==> config.mk <==
export PLATFORM = sky130hd
export DESIGN_NAME = vc_fifo_bank_flat
export DESIGN_NICKNAME = d
export VERILOG_FILES = /design/src/rtl/vc_fifo_bank_if.sv /design/src/rtl/vc_fifo_bank.sv /design/src/flat_wrapper.sv
export SDC_FILE = /design/constraint.sdc
export NUM_CORES = 1
export LEC_CHECK = 0
export BUFFER_PORTS_ARGS = -buffer_cell sky130_fd_sc_hd__buf_2
export CORE_ASPECT_RATIO = 0.6
export CORE_UTILIZATION = 44
export CTS_BUF_LIST = sky130_fd_sc_hd__clkbuf_2 sky130_fd_sc_hd__clkbuf_4 sky130_fd_sc_hd__clkbuf_8
export CTS_CLUSTER_DIAMETER = 40
export DETAILED_ROUTE_END_ITERATION = 8
export GPL_TIMING_DRIVEN = 0
export HOLD_SLACK_MARGIN = 0.05
export PLACE_DENSITY_LB_ADDON = 0.05
export SYNTH_ARGS = -nofsm -noshare
export SYNTH_HDL_FRONTEND = slang
export SYNTH_SLANG_ARGS = --single-unit
==> constraint.sdc <==
create_clock -name CLK_2MHz -period 2.7 [get_ports CLK_2MHz]
set_input_delay 0.135 -clock CLK_2MHz [delete_from_list [all_inputs] [get_ports CLK_2MHz]]
set_output_delay 0.135 -clock CLK_2MHz [all_outputs]
set_load 0.03 [all_outputs]
==> src/rtl/vc_fifo_bank_if.sv <==
// rtl/vc_fifo_bank_if.sv - write/read/status bundle between a VC source/arbiter and the VC FIFO bank
interface vc_fifo_bank_if #(
    parameter int DATA_W = 4
);
    logic [DATA_W-1:0] Data_Word;
    logic [1:0]        vc_assign;
    logic              push;
    logic [1:0]        VC_id;
    logic              pop;
    logic [DATA_W-1:0] Data_Out;
    logic              valid_out;
    logic [3:0]        sEmpty;
    logic [3:0]        sFull;
    logic [3:0]        sPause;
    logic [3:0]        sContinue;
    logic [3:0]        oError;

    modport master (
        output Data_Word, vc_assign, push, VC_id, pop,
        input  Data_Out, valid_out, sEmpty, sFull, sPause, sContinue, oError
    );

    modport slave (
        input  Data_Word, vc_assign, push, VC_id, pop,
        output Data_Out, valid_out, sEmpty, sFull, sPause, sContinue, oError
    );
endinterface

==> src/rtl/vc_fifo_bank.sv <==
// rtl/vc_fifo_bank.sv - four independent circular FIFOs with per-VC status for the QoS arbiter
module vc_fifo_bank #(
    parameter int DATA_W   = 4,
    parameter int DEPTH    = 8,
    parameter int PAUSE_TH = 6,
    parameter int CONT_TH  = 2
) (
    input  logic              CLK_2MHz,
    input  logic              reset,
    vc_fifo_bank_if.slave     bus
);
    localparam int PW = $clog2(DEPTH);
    localparam int CW = PW + 1;
    localparam logic [CW-1:0] FULL_C  = CW'(DEPTH);
    localparam logic [CW-1:0] PAUSE_C = CW'(PAUSE_TH);
    localparam logic [CW-1:0] CONT_C  = CW'(CONT_TH);

    logic [DATA_W-1:0] mem [4][DEPTH];
    logic [PW-1:0]     wr_ptr [4];
    logic [PW-1:0]     rd_ptr [4];
    logic [CW-1:0]     count [4];
    logic [CW-1:0]     count_nxt [4];
    logic [3:0]        push_ok;
    logic [3:0]        pop_ok;
    logic [3:0]        err_set;
    logic [3:0]        pause_nxt;
    logic [3:0]        pause_clr;

    // Per-VC accept/reject decisions; a pop on a full VC frees the slot the push needs
    always_comb begin
        push_ok = 4'h0;
        pop_ok  = 4'h0;
        err_set = 4'h0;
        pause_nxt = 4'h0;
        for (int v = 0; v < 4; v++) begin
            logic push_sel;
            logic pop_sel;
            push_sel = bus.push && (bus.vc_assign == 2'(v));
            pop_sel  = bus.pop && (bus.VC_id == 2'(v));
            pop_ok[v]  = pop_sel && (count[v] != '0);
            push_ok[v] = push_sel && ((count[v] != FULL_C) || pop_ok[v]);
            err_set[v] = (push_sel && !push_ok[v]) || (pop_sel && (count[v] == '0));
            count_nxt[v] = count[v] + CW'(push_ok[v]) - CW'(pop_ok[v]);
            if (count_nxt[v] >= PAUSE_C) begin
                pause_nxt[v] = 1'b1;
            end else if (count_nxt[v] <= CONT_C) begin
                pause_nxt[v] = 1'b0;
            end else begin
                pause_nxt[v] = bus.sPause[v];
            end
        end
    end

    // Empty/full flags decode straight from the registered occupancy
    always_comb begin
        for (int v = 0; v < 4; v++) begin
            bus.sEmpty[v] = (count[v] == '0);
            bus.sFull[v]  = (count[v] == FULL_C);
        end
    end

    // Storage write port; contents need no reset because pointers are cleared
    always_ff @(posedge CLK_2MHz) begin
        for (int v = 0; v < 4; v++) begin
            if (!reset && push_ok[v]) begin
                mem[v][wr_ptr[v]] <= bus.Data_Word;
            end
        end
    end

    // Pointers, occupancy, pause hysteresis, release strobe, sticky errors, read data
    always_ff @(posedge CLK_2MHz) begin
        if (reset) begin
            for (int v = 0; v < 4; v++) begin
                wr_ptr[v] <= '0;
                rd_ptr[v] <= '0;
                count[v]  <= '0;
            end
            bus.sPause    <= 4'h0;
            pause_clr     <= 4'h0;
            bus.sContinue <= 4'h0;
            bus.oError    <= 4'h0;
            bus.Data_Out  <= '0;
            bus.valid_out <= 1'b0;
        end else begin
            for (int v = 0; v < 4; v++) begin
                if (push_ok[v]) begin
                    wr_ptr[v] <= wr_ptr[v] + PW'(1);
                end
                if (pop_ok[v]) begin
                    rd_ptr[v] <= rd_ptr[v] + PW'(1);
                end
                count[v] <= count_nxt[v];
            end
            bus.sPause    <= pause_nxt;
            // Release is remembered for one cycle so the strobe lands after sPause drops
            pause_clr     <= bus.sPause & ~pause_nxt;
            bus.sContinue <= pause_clr;
            bus.oError    <= bus.oError | err_set;
            bus.valid_out <= |pop_ok;
            if (|pop_ok) begin
                bus.Data_Out <= mem[bus.VC_id][rd_ptr[bus.VC_id]];
            end
        end
    end
endmodule
==> src/flat_wrapper.sv <==
// flat-port wrapper written by rule: the top's interface ports become plain ports
module vc_fifo_bank_flat 
#(
    parameter int DATA_W   = 4,
    parameter int DEPTH    = 8,
    parameter int PAUSE_TH = 6,
    parameter int CONT_TH  = 2
)
  (CLK_2MHz, reset, bus_Data_Word, bus_vc_assign, bus_push, bus_VC_id, bus_pop, bus_Data_Out, bus_valid_out, bus_sEmpty, bus_sFull, bus_sPause, bus_sContinue, bus_oError);
  vc_fifo_bank_if #(.DATA_W(DATA_W)) bus_i ();
  input  logic CLK_2MHz;
  input  logic reset;
  input wire logic [$bits(bus_i.Data_Word)-1:0] bus_Data_Word;
  input wire logic [$bits(bus_i.vc_assign)-1:0] bus_vc_assign;
  input wire logic [$bits(bus_i.push)-1:0] bus_push;
  input wire logic [$bits(bus_i.VC_id)-1:0] bus_VC_id;
  input wire logic [$bits(bus_i.pop)-1:0] bus_pop;
  output wire logic [$bits(bus_i.Data_Out)-1:0] bus_Data_Out;
  output wire logic [$bits(bus_i.valid_out)-1:0] bus_valid_out;
  output wire logic [$bits(bus_i.sEmpty)-1:0] bus_sEmpty;
  output wire logic [$bits(bus_i.sFull)-1:0] bus_sFull;
  output wire logic [$bits(bus_i.sPause)-1:0] bus_sPause;
  output wire logic [$bits(bus_i.sContinue)-1:0] bus_sContinue;
  output wire logic [$bits(bus_i.oError)-1:0] bus_oError;
  assign bus_i.Data_Word = bus_Data_Word;
  assign bus_i.vc_assign = bus_vc_assign;
  assign bus_i.push = bus_push;
  assign bus_i.VC_id = bus_VC_id;
  assign bus_i.pop = bus_pop;
  assign bus_Data_Out = bus_i.Data_Out;
  assign bus_valid_out = bus_i.valid_out;
  assign bus_sEmpty = bus_i.sEmpty;
  assign bus_sFull = bus_i.sFull;
  assign bus_sPause = bus_i.sPause;
  assign bus_sContinue = bus_i.sContinue;
  assign bus_oError = bus_i.oError;
  vc_fifo_bank #(.DATA_W(DATA_W), .DEPTH(DEPTH), .PAUSE_TH(PAUSE_TH), .CONT_TH(CONT_TH)) u_core (.CLK_2MHz(CLK_2MHz), .reset(reset), .bus(bus_i));
endmodule
==> impl_results.md <==
* Pwr/cell area at 776 nW/µm²
* Clock Latency Late Sink at 470 ps
* Post-synth EDFFs at 152
* WL met2 at 7510 µm
* Commonest non-fill, non-tap cell in the layout: edfxtp_1
* Met1 WL at 10,200 µm
* 1st-iter DRT viols at 382
* Status: complete, but fails checks
* Slowest-stage cell, CP: fa_2
* CP Data Arrival Time at 3170 ps
* Comb power frac at 27.8%
* Worst min-delay path class: in -> reg
* Die Span X at 180 µm
* Hold_buf cts at 0
* Synth Flop Type: edfxtp_1
* Area growth from synthesis to layout at 16.4%
* Syn nets at 593
* Syn avg cell area at 15.3 µm²
* DRC Markers at 0
* First-pass GRT wire length at 28,600 µm
* Crit path launch: u_core.count[1][3]
* Ant diodes at 0
* Final Slew Violations at 0
* Crit Path Category: reg -> reg
* Leak at 3.48 nW
* Die Area at 19,500 µm²
* Least-Margin Pin Slew at 728 ps
* Routed length per instance at 21.3 µm
* Total track usage at 20.6%
* DRT Wirelength at 18,600 µm
* Power Internal at 5.24 mW
* DPL Wire Length at 13,400 µm
* Tcrit/Tclk final at 102%
* H-tree level count at 4
* Global route overflow at 0
* CTS tree: built
* Failing checks: setup timing
* Critical path launch point type: register
* P_sw at 2.29 mW
* VDD IR max at 0.514 mV
* Ports at 37
* Met3 Routed Length at 759 µm
* Via count at 4,627
* Hold Vio Cnt, Final at 0
* Critical path cell sequence: inv_2 > ha_4 > nor3b_4 > or3_1 > buf_6 > inv_4 > ha_4 > inv_4 > ha_4 > inv_2 > fa_2 > xnor2_4 > a21oi_2 > nor2_2 > a211oi_2 > and3b_1
* Worst-path maximum fanout at 4
* Layout cell share with drive strength beyond 1 at 33.2%
* Post-Layout Cell Count at 873
* Vias in the first global route at 4,749
* Sequential area share after synthesis at 63.6%
* Initial antenna violation count at 0
* Reg clk slew, reported paths at 100 ps
* Clk pwr share at 26.0%
* Max Used Layer: met4
* DRT antenna net count at 0
* Max-cap violations at 0
* Cell area after synthesis at 8340 µm²
* Die height at 109 µm
* Hold_sp: bus_VC_id[0]
* RSZ-0062 raised after global routing: yes
* Layout net count at 668
* Part of the power in registers at 46.2%
* CP endpoint kind: register
* Final setup viols at 2
* Setup tns final at -63.3 ps
* Cell mode on critical path: ha_4
* Initial Util at 45.6%
* Largest net degree at the start of global routing at 33
* Worst EP required at 3110 ps
* Fin worst setup slack at -62.3 ps
* Achievable clock frequency at 362 MHz
* Pre-antenna DRT Iters at 5
* WP buf/inv at 5
* Switching part of the total at 30.4%
* Synth warn at 0
* Core area at 18,300 µm²
* Async SR Flop Fraction at 0%
* Top delay family on crit path: adder cells
* Number of synthesized register bits at 189
* Synth cell types at 54
* Clk buf depth at 2
* Filler cell count at 1,507
* Synth Instances at 546
* CTS buffer count at 17
* R2r setup slk at -60 ps
* Sequential Area at 5310 µm²
* Via density at 5.30
* CTS root buf: clkbuf_8
* Port Buffer Count at 36
* Setup WS pre-CTS at -319 ps
* Crit-path max cell delay at 390 ps
* Commonest non-fill, non-tap cells in the layout: edfxtp_1, buf_2, nor2_1, mux4_2, dfxtp_1
* Area of the multi-input gates at 3050 µm²
* Worst relative slew slack at 51.1%
* Sink Count at 189
* Minimum clock period at 2760 ps
* Placed Cells at 822
* Site row count at 38
* Final Skew at 14.7 ps
* R2R Path Start: u_core.count[1][3]
* GP Congestion at 0.785
[stage by stage]
step	util [%]	instance area (µm²)	total power, mW	hold WS, ps
CTS	52.2	9560	7.34	90.7
floorplan	-	8490	4.80	234
detailed placement	49.0	8970	5.26	434
global placement	49.0	8970	5.23	420
global route	53.1	9710	7.90	152
finish	53.1	9710	7.53	116
[state kept, by name, summed over array words and instances (netlist names)]
name,cells
u_core.bus.Data_Out,4
u_core.pause_clr,4
u_core.count,16
u_core.rd_ptr,12
u_core.bus.sPause,4
u_core.mem,128
u_core.bus.oError,4
u_core.bus.valid_out,1
u_core.bus.sContinue,4
u_core.wr_ptr,12
[synth_stat cells, types with 5 or more instances]
cell type | count | share of area, %
and2_1 | 9 | 0.68
mux2i_1 | 19 | 2.3
nand2_1 | 13 | 0.59
xor2_1 | 7 | 0.74
nand2b_1 | 16 | 1.2
nor3b_1 | 9 | 0.81
edfxtp_1 | 152 | 55
mux4_2 | 34 | 9.2
nor3_1 | 14 | 0.84
nor2_1 | 42 | 1.9
a21oi_1 | 15 | 0.90
nor2b_1 | 19 | 1.4
dfxtp_1 | 37 | 8.9
xnor2_1 | 9 | 0.95
inv_1 | 39 | 1.8
clkbuf_1 | 5 | 0.23
buf_6 | 5 | 0.68
ha_1 | 31 | 4.7
[cells by family after synthesis]
group	share of synthesized area (%)
flops	63.6
simple gates	9.87
buf+inv	3.48
mux	12.0
compound gates	3.80
fa+ha+maj	5.61
xor+xnor	1.68
[power by group through the flow]
stage / Clock (mW) / Sequential (mW) / Combinational, mW
2_1_floorplan: 0 / 3.60 / 1.20
3_3_place_gp: 0 / 3.52 / 1.72
3_5_place_dp: 0 / 3.53 / 1.73
4_1_cts: 2.00 / 3.47 / 1.88
5_1_grt: 2.11 / 3.50 / 2.28
6_report: 1.96 / 3.48 / 2.10
[path summary, 6_finish.rpt]
check	endpoint	depth (start not counted)
worst max-delay path	u_core.pause_clr[1]	16
worst min-delay path	u_core.bus.oError[1]	5
worst max register to register	u_core.pause_clr[1]	16
worst min register to register	u_core.bus.sContinue[0]	1
[final cells by class]
class / count / share of cell area, %
clock inverter: 13 / 1.67
tap: 240 / 3.09
buffer: 19 / 1.40
multi-input combinational: 298 / 31.4
timing repair buffer: 57 / 3.52
sequential: 189 / 54.7
inverter: 39 / 1.66
clock buffer: 18 / 2.55
[repair_timing]
action	CTS	global route
pin swaps	19	17
endpoints found under the setup margin	23	23
setup buffers	13	8
gates resized for setup	19	26
[worst min-delay path, stage by stage]
cell and delay [ps]:
buf_2 100, nand2_1 60, o21ai_0 140, a21oi_1 60, nor2_1 70
[routing by layer]
metal | vias to the layer above | GRT usage [%]
met5 | - | 0
met2 | 69 | 27.7
li1 | 2166 | -
met4 | 0 | 4.99
met3 | 12 | 4.28
met1 | 2380 | 33.4
No activity file was read; power rests on OpenSTA's default activity.
